### src/rtl/mc_pkg.sv
// Shared definitions for the MC prediction-output sequencer.
// Contents: default pixel bit depth, FSM state encoding, chroma address base and
// per-macroblock beat total helpers.
package mc_pkg;

    localparam int unsigned BIT_DEPTH_DEF = 8;

    typedef enum logic [1:0] {
        StIdle = 2'd0,
        StRun  = 2'd1,
        StDone = 2'd2
    } state_e;

    // Chroma beats are addressed directly after the luma beats.
    function automatic int unsigned chroma_base(input int unsigned luma_beats);
        return luma_beats;
    endfunction

    function automatic int unsigned total_beats(input int unsigned luma_beats,
                                                input int unsigned chroma_writes,
                                                input int unsigned split);
        return luma_beats + chroma_writes * split;
    endfunction

endpackage

### src/rtl/mc_pred_fifo.sv
// Synchronous FIFO holding {addr, pixels} prediction beats.
// Ports:
//   clk_i, rst_i   clock, synchronous active-high reset
//   clr_i          synchronous flush (pointers and count to zero)
//   push_i/wdata_i write one entry (ignored when full unless popping)
//   pop_i          drop the head entry (ignored when empty)
//   count_o        number of stored entries (pre-pop)
//   head_o         oldest entry
module mc_pred_fifo #(
    parameter int unsigned DEPTH = 4,
    parameter int unsigned WIDTH = 8
) (
    input  logic                         clk_i,
    input  logic                         rst_i,
    input  logic                         clr_i,
    input  logic                         push_i,
    input  logic [WIDTH-1:0]             wdata_i,
    input  logic                         pop_i,
    output logic [$clog2(DEPTH+1)-1:0]   count_o,
    output logic [WIDTH-1:0]             head_o
);

    localparam int unsigned PTR_W = (DEPTH > 1) ? $clog2(DEPTH) : 1;
    localparam int unsigned CNT_W = $clog2(DEPTH + 1);

    logic [WIDTH-1:0] mem_q [DEPTH];
    logic [PTR_W-1:0] wr_ptr_q, rd_ptr_q;
    logic [CNT_W-1:0] count_q;
    logic             do_push, do_pop;

    // Pointer increment that wraps for non power-of-two depths too.
    function automatic logic [PTR_W-1:0] ptr_inc(input logic [PTR_W-1:0] p);
        return (p == PTR_W'(DEPTH - 1)) ? '0 : p + PTR_W'(1);
    endfunction

    assign do_pop  = pop_i && (count_q != '0);
    assign do_push = push_i && ((count_q != CNT_W'(DEPTH)) || do_pop);

    always_ff @(posedge clk_i) begin
        if (rst_i || clr_i) begin
            wr_ptr_q <= '0;
            rd_ptr_q <= '0;
            count_q  <= '0;
        end else begin
            if (do_push) wr_ptr_q <= ptr_inc(wr_ptr_q);
            if (do_pop)  rd_ptr_q <= ptr_inc(rd_ptr_q);
            if (do_push && !do_pop)      count_q <= count_q + CNT_W'(1);
            else if (do_pop && !do_push) count_q <= count_q - CNT_W'(1);
        end
    end

    // Storage needs no reset: the head is only observed while count_q != 0.
    always_ff @(posedge clk_i) begin
        if (do_push && !clr_i && !rst_i) mem_q[wr_ptr_q] <= wdata_i;
    end

    assign count_o = count_q;
    assign head_o  = mem_q[rd_ptr_q];

endmodule

### src/rtl/mc_pred_sequencer.sv
// Prediction-output sequencer: collects luma beats and wide CbCr beats, splits chroma
// into output-width slices, buffers them and streams them to TQ over valid/ready.
// Raises done_o one cycle after the last beat of a macroblock is accepted.
// Optional build macro: MC_PRED_ORDER_CHK_EN enables per-MB write-order checking.
// Ports:
//   clk_i, rst_i        clock, synchronous active-high reset
//   start_i / done_o    MB start pulse / MB completion pulse
//   err_o               sticky error (drops, collisions, order), cleared by start_i
//   in_ready_o          upstream may write this cycle
//   luma_*_i            luma write strobe, beat index, pixels
//   chroma_*_i, cbcr_*  chroma write strobe, write index, pixels (low slice first)
//   pred_*              output beat stream to TQ
module mc_pred_sequencer
    import mc_pkg::*;
#(
    parameter int unsigned BIT_DEPTH     = BIT_DEPTH_DEF,
    parameter int unsigned OUT_PIX       = 32,
    parameter int unsigned LUMA_PIX      = 32,
    parameter int unsigned CHROMA_PIX    = 64,
    parameter int unsigned LUMA_BEATS    = 8,
    parameter int unsigned CHROMA_WRITES = 2,
    parameter int unsigned DEPTH         = 4,
    parameter int unsigned ADDR_W        = 4,
    localparam int unsigned CW_W = (CHROMA_WRITES > 1) ? $clog2(CHROMA_WRITES) : 1
) (
    input  logic                            clk_i,
    input  logic                            rst_i,
    input  logic                            start_i,
    output logic                            done_o,
    output logic                            err_o,
    output logic                            in_ready_o,
    input  logic                            luma_wren_i,
    input  logic [ADDR_W-1:0]               luma_wraddr_i,
    input  logic [LUMA_PIX*BIT_DEPTH-1:0]   luma_wrdata_i,
    input  logic                            chroma_wren_i,
    input  logic [CW_W-1:0]                 chroma_wraddr_i,
    input  logic [CHROMA_PIX*BIT_DEPTH-1:0] cbcr_wrdata_i,
    output logic                            pred_valid_o,
    input  logic                            pred_ready_i,
    output logic [OUT_PIX*BIT_DEPTH-1:0]    pred_data_o,
    output logic [ADDR_W-1:0]               pred_addr_o
);

    localparam int unsigned SPLIT  = CHROMA_PIX / OUT_PIX;
    localparam int unsigned TOTAL  = total_beats(LUMA_BEATS, CHROMA_WRITES, SPLIT);
    localparam int unsigned OUT_W  = OUT_PIX * BIT_DEPTH;
    localparam int unsigned CHR_W  = CHROMA_PIX * BIT_DEPTH;
    localparam int unsigned CNT_W  = $clog2(DEPTH + 1);
    localparam int unsigned OCNT_W = $clog2(TOTAL + 1);
    localparam int unsigned SL_W   = $clog2(SPLIT + 1);

    state_e              state_q, state_d;
    logic [CHR_W-1:0]    split_data_q, split_data_d;
    logic [ADDR_W-1:0]   split_addr_q, split_addr_d;
    logic [SL_W-1:0]     split_left_q, split_left_d;
    logic [OCNT_W-1:0]   out_cnt_q, out_cnt_d;
    logic                err_q, err_d;

    logic [CNT_W-1:0]        fifo_count;
    logic [ADDR_W+OUT_W-1:0] fifo_head;
    logic [ADDR_W+OUT_W-1:0] push_data;
    logic                    push, fifo_clr, fire, split_busy, in_ready;
    logic                    luma_acc, chroma_acc, drop, order_err;
    logic [ADDR_W-1:0]       chroma_addr0;

    assign split_busy = (split_left_q != '0);
    // Conservative: free space is judged on the pre-pop count.
    assign in_ready   = (state_q == StRun) && !split_busy &&
                        (fifo_count <= CNT_W'(DEPTH - SPLIT));
    assign luma_acc   = luma_wren_i && in_ready;
    assign chroma_acc = chroma_wren_i && !luma_wren_i && in_ready;
    assign drop       = ((luma_wren_i || chroma_wren_i) && !in_ready) ||
                        (luma_wren_i && chroma_wren_i);
    assign chroma_addr0 = ADDR_W'(chroma_base(LUMA_BEATS)) +
                          ADDR_W'(chroma_wraddr_i) * ADDR_W'(SPLIT);
    assign pred_valid_o = (fifo_count != '0);
    assign fire         = pred_valid_o && pred_ready_i;

    // Slice 0 is pushed straight from the input; the split register feeds the rest.
    always_comb begin
        push         = 1'b0;
        push_data    = '0;
        split_data_d = split_data_q;
        split_addr_d = split_addr_q;
        split_left_d = split_left_q;
        if (split_busy) begin
            push         = 1'b1;
            push_data    = {split_addr_q, split_data_q[OUT_W-1:0]};
            split_data_d = split_data_q >> OUT_W;
            split_addr_d = split_addr_q + ADDR_W'(1);
            split_left_d = split_left_q - SL_W'(1);
        end else if (luma_acc) begin
            push      = 1'b1;
            push_data = {luma_wraddr_i, OUT_W'(luma_wrdata_i)};
        end else if (chroma_acc) begin
            push         = 1'b1;
            push_data    = {chroma_addr0, cbcr_wrdata_i[OUT_W-1:0]};
            split_data_d = cbcr_wrdata_i >> OUT_W;
            split_addr_d = chroma_addr0 + ADDR_W'(1);
            split_left_d = SL_W'(SPLIT - 1);
        end
        if (fifo_clr) split_left_d = '0;
    end

    always_comb begin
        state_d   = state_q;
        out_cnt_d = out_cnt_q;
        err_d     = err_q | drop | order_err;
        fifo_clr  = 1'b0;
        unique case (state_q)
            StIdle: begin
                if (start_i) begin
                    state_d   = StRun;
                    fifo_clr  = 1'b1;
                    out_cnt_d = '0;
                    err_d     = 1'b0;
                end
            end
            StRun: begin
                if (fire) begin
                    out_cnt_d = out_cnt_q + OCNT_W'(1);
                    if (out_cnt_q == OCNT_W'(TOTAL - 1)) state_d = StDone;
                end
            end
            StDone:  state_d = StIdle;
            default: state_d = StIdle;
        endcase
    end

    always_ff @(posedge clk_i) begin
        if (rst_i) begin
            state_q      <= StIdle;
            split_data_q <= '0;
            split_addr_q <= '0;
            split_left_q <= '0;
            out_cnt_q    <= '0;
            err_q        <= 1'b0;
        end else begin
            state_q      <= state_d;
            split_data_q <= split_data_d;
            split_addr_q <= split_addr_d;
            split_left_q <= split_left_d;
            out_cnt_q    <= out_cnt_d;
            err_q        <= err_d;
        end
    end

`ifdef MC_PRED_ORDER_CHK_EN
    // Expected next indices; one extra bit so an overrun cannot alias back to zero.
    logic [ADDR_W:0] luma_exp_q, luma_exp_d;
    logic [CW_W:0]   chroma_exp_q, chroma_exp_d;

    assign order_err =
        (luma_acc && (({1'b0, luma_wraddr_i} != luma_exp_q) ||
                      (luma_exp_q >= (ADDR_W+1)'(LUMA_BEATS)))) ||
        (chroma_acc && (({1'b0, chroma_wraddr_i} != chroma_exp_q) ||
                        (luma_exp_q != (ADDR_W+1)'(LUMA_BEATS))));

    always_comb begin
        luma_exp_d   = luma_exp_q;
        chroma_exp_d = chroma_exp_q;
        if (fifo_clr) begin
            luma_exp_d   = '0;
            chroma_exp_d = '0;
        end else begin
            if (luma_acc)   luma_exp_d   = luma_exp_q + (ADDR_W+1)'(1);
            if (chroma_acc) chroma_exp_d = chroma_exp_q + (CW_W+1)'(1);
        end
    end

    always_ff @(posedge clk_i) begin
        if (rst_i) begin
            luma_exp_q   <= '0;
            chroma_exp_q <= '0;
        end else begin
            luma_exp_q   <= luma_exp_d;
            chroma_exp_q <= chroma_exp_d;
        end
    end
`else
    assign order_err = 1'b0;
`endif

    mc_pred_fifo #(
        .DEPTH (DEPTH),
        .WIDTH (ADDR_W + OUT_W)
    ) u_fifo (
        .clk_i   (clk_i),
        .rst_i   (rst_i),
        .clr_i   (fifo_clr),
        .push_i  (push),
        .wdata_i (push_data),
        .pop_i   (fire),
        .count_o (fifo_count),
        .head_o  (fifo_head)
    );

    assign pred_data_o = pred_valid_o ? fifo_head[OUT_W-1:0] : '0;
    assign pred_addr_o = pred_valid_o ? fifo_head[ADDR_W+OUT_W-1:OUT_W] : '0;
    assign in_ready_o  = in_ready;
    assign done_o      = (state_q == StDone);
    assign err_o       = err_q;

endmodule

### config.mk
export PLATFORM = sky130hd
export DESIGN_NAME = mc_pred_sequencer
export DESIGN_NICKNAME = d
export VERILOG_FILES = /design/src/rtl/mc_pkg.sv /design/src/rtl/mc_pred_fifo.sv /design/src/rtl/mc_pred_sequencer.sv
export SDC_FILE = /design/constraint.sdc
export NUM_CORES = 2
export LEC_CHECK = 0
export CAP_MARGIN = 10
export CORE_AREA = 2 2 407 409
export DETAILED_ROUTE_END_ITERATION = 10
export DIE_AREA = 0 0 409 411
export GPL_ROUTABILITY_DRIVEN = 0
export HOLD_SLACK_MARGIN = 0.02
export PLACE_DENSITY = 0.55
export RECOVER_POWER = 50
export SETUP_SLACK_MARGIN = 0.05
export SYNTH_ARGS = -nofsm -noshare
export SYNTH_HDL_FRONTEND = slang
export SYNTH_SLANG_ARGS = --single-unit
### constraint.sdc
create_clock -name clk_i -period 9.15 [get_ports clk_i]
set_input_delay 1.83 -clock clk_i [delete_from_list [all_inputs] [get_ports clk_i]]
set_output_delay 1.83 -clock clk_i [all_outputs]
set_load 0.05 [all_outputs]
==> summary.md <==
| Metric | Value |
|---|---|
| Startpoint of the worst hold path | `split_data_q[241]` |
| Yosys reg bits | `1318` |
| Average routed wire per standard cell | `24.5 um` |
| # setup viols final | `0` |
| Run status | `finished with violations` |
| Synth top area share | `58.1%` |
| Post-DP HPWL | `113000 um` |
| Overall die height | `between 400 and 500 um` |
| Starting density of the core | `between 30% and 40%` |
| Placed instance count | `just under 7000` |
| Routed wire length | `173000 um` |
| DIE WIDTH | `a little over 400 um` |
| RSZ-0062 raised after global routing | `false` |
| Total power | `roughly 18000 uW` |
| Critical Path Source Type | `input port` |
| Power density over the cells | `about 250 nW/um2` |
| Via count of the first global-routing pass | `35900` |
| Maximum operating frequency | `0.138 GHz` |
| Finished Layout Cells | `a little over 7000` |
| First-pass GRT wire length | `about 250000 um` |
| Top cells by area, synth | `edfxtp_1 58%, mux4_2 11%, dfxtp_1 10%, nand2_1 5.4%, a22oi_1 3.6%` |
| Clock buffer count from CTS | `~150` |
| Total number of vias | `35900` |
| Worst hold-check path type | `flop to flop` |
| Max capacitance violation total | `10` |
| Violations in the final reports | `max-capacitance violations, max-slew violations` |
| Count leader, synth | `edfxtp_1` |
| Number of input and output port buffers inserted | `1042` |
| Postcts setup bufs | `0` |
| Detailed-route vias per instance | `~5.1` |
| Die area | `roughly 170000 um2` |
| Worst reg2reg path endpoint | `u_fifo.mem_q[1][4]` |
| Post-Syn Area | `~54000 um2` |
| Sum Neg Setup Slack | `0 ns` |
| Total routing usage reported by global routing | `about a fifth` |
| Pre-antenna DRT Iters | `6` |
| Top flip-flop cell by instance count after synthesis | `edfxtp_1` |
| Synth warnings | `0` |
| Min cycle time layout | `just over 7 ns` |
| CTS tree | `built` |
| Maximum buffer depth of the clock tree | `3` |
| Kind of capture point of the worst setup path | `flop` |
| Net count after synthesis | `around 4600` |
| Final ANT Viol Nets | `0` |
| Async set-reset flop share out of synthesis | `0%` |
| Sequential element share of the synthesized area | `slightly below 70%` |
| Count of clock tree sinks | `between 1000 and 1500` |
| Total of hold buffers inserted after clock tree synthesis | `0` |
| Clock transition at the registers of the reported paths | `~0.06 ns` |
| Leakage power summed over all cells | `around 0.024 uW` |
| Worst-case register-to-register setup slack | `just over 2 ns` |
| Pin count of the biggest net entering global routing | `roughly 130` |
| Depth of the worst hold-timing path | `2` |
| Most instantiated cells after synthesis | `1040 x edfxtp_1, 776 x nand2_1, 278 x dfxtp_1` |
| Count of unique library cells instantiated by Yosys | `45` |
| Synth-to-layout area growth | `32.0%` |
| Nets | `5501` |
| Buffer type at the clock tree root | `clkbuf_16` |
| Startpoint of the most critical register-to-register path | `split_left_q[1]` |
| Sum of overflow across all layers after global routing | `0` |
| Cts repair resizes | `0` |
| End of the worst hold path | `split_data_q[241]` |
| Antenna violations before repair | `19` |
| Worst slew margin relative to its limit | `-364%` |
| Endpoint arrival time on the critical path | `slightly below 8 ns` |
| Floorplan row count | `around 150` |
| Detailed router's first-iteration violation count | `3000` |
| CP Class | `input port to flop` |
| Post-route clock skew | `roughly 0.027 ns` |
| Post-synthesis instance total | `3768` |
| CP Max Fanout | `around 120` |
| Share of post-route cells with drive strength above 1 | `around a tenth` |
| Final Hold Violating Endpoints | `0` |
| Period utilisation layout | `approximately four fifths` |
| Cells on worst reg2reg path | `6` |
| Post-synthesis cell type with the largest combined area | `edfxtp_1` |
| Floorplan Core Area | `~160000 um2` |
| Peak ir drop on the vdd network | `224 uV` |
| FILL cells | `around 15000` |
| DRC viols | `0` |
| Number of slew-limit violations in the final report | `roughly 720` |
| H-tree Lvls | `4` |
| Number of enable-type register cells in the synthesized netlist | `around 1000` |
| Mapped Avg Cell Area | `14.3 um2` |
| Insertion delay to the later sink of the worst-skew pair | `~0.74 ns` |
| Num ports | `1043` |
| Critical path data required time | `about 9.7 ns` |
| Worst slew pin tran | `~7 ns` |
-- state kept, by name, summed over array words and instances (netlist names), named ones only --
signal           cells
split_addr_q         4
u_fifo.mem_q      1040
err_o                1
split_left_q         2
split_data_q       256
u_fifo.rd_ptr_q      2
state_q              2
u_fifo.count_o       3
out_cnt_q            4
u_fifo.wr_ptr_q      2
-- metal layers --
metal | vias up | GRT usage, % | part of all wire, %
met5 | - | 0 | 0.024
met4 | 6 | 5.45 | 2.5
met3 | 240 | 4.28 | 6.1
met2 | 1236 | 33.4 | 50
met1 | 18300 | 25.6 | 42
li1 | 16100 | - | -
-- cell type report --
| type | count | area, um2 | area share [%] |
|---|---|---|---|
| clock buffer | 208 | 4100 | 5.78 |
| sequential | 1318 | 36800 | 51.9 |
| multi-input combinational | 2154 | 15500 | 21.9 |
| antenna | 13 | 32.5 | 0.0459 |
| tap | 2189 | 2740 | 3.86 |
| inverter | 5 | 18.8 | 0.0265 |
| timing repair buffer | 1086 | 11000 | 15.4 |
| clock inverter | 65 | 768 | 1.08 |
-- worst max-delay path by stage --
stage	start	endpoint
after floorplan	start_i	u_fifo.mem_q[0][0]
after global placement	flop	pred_data_o[100]
after detailed placement	flop	pred_data_o[100]
after CTS	flop	pred_data_o[100]
after global routing	split_left_q[0]	u_fifo.mem_q[2][4]
final	rst_i	split_left_q[0]
-- placed cells by master (no fill, tap or decap), drive strengths merged, types with 3 or more instances in the layout --
cell type | Yosys | final
mux4 | 260 | 260
dlygate4sd3 | 0 | 4
or2 | 3 | 3
a22oi | 256 | 256
edfxtp | 1040 | 1040
nand3 | 259 | 259
clkinv | 0 | 43
bufinv | 0 | 14
and2 | 261 | 261
dfxtp | 278 | 278
nor2 | 12 | 12
xor2 | 4 | 4
ha | 8 | 8
buf | 165 | 37
nor3b | 3 | 3
inv | 5 | 12
diode | 0 | 13
o21ai | 6 | 6
clkdlybuf4s50 | 0 | 1037
nand2 | 776 | 776
and3 | 5 | 5
nor3 | 3 | 3
clkbuf | 126 | 216
a21oi | 265 | 265
a211oi | 4 | 4
-- power breakdown --
| group | leakage, uW | internal, uW | switching [uW] |
|---|---|---|---|
| registers | 0.0119 | 6680 | 72.1 |
| logic | 0.00934 | 1730 | 3250 |
| clock network | 0.00237 | 3540 | 2430 |
| total | 0.0236 | 11900 | 5740 |
-- worst max-delay path: stages --
cell	delay (ns)
buf_8	0.27
clkbuf_1	4.73
or2_0	0.74
a211oi_1	0.10
-- kinds of logic after synthesis --
logic type / count (synthesis) / share of synthesized area (%)
muxes: 261 / 10.9
AOI/OAI and AO/OA: 541 / 6.31
adders and majority gates: 10 / 0.242
buffers and inverters: 296 / 2.63
xor gates and xnor gates: 6 / 0.0978
and+or+nand+nor: 1336 / 11.3
DFF: 1318 / 68.5
-- through the flow --
stage	setup slack, ns	hold slack (ns)	cell area [um2]	util [%]
final	1.92	0.465	70900	43.3
after global routing	1.55	0.480	70900	43.3
after CTS	3.09	0.466	71000	43.3
after detailed placement	3.90	0.457	66200	40.4
after global placement	3.89	0.450	66200	40.4
after floorplan	0.175	0.423	53700	-
Power figures use the tool's default switching activity.
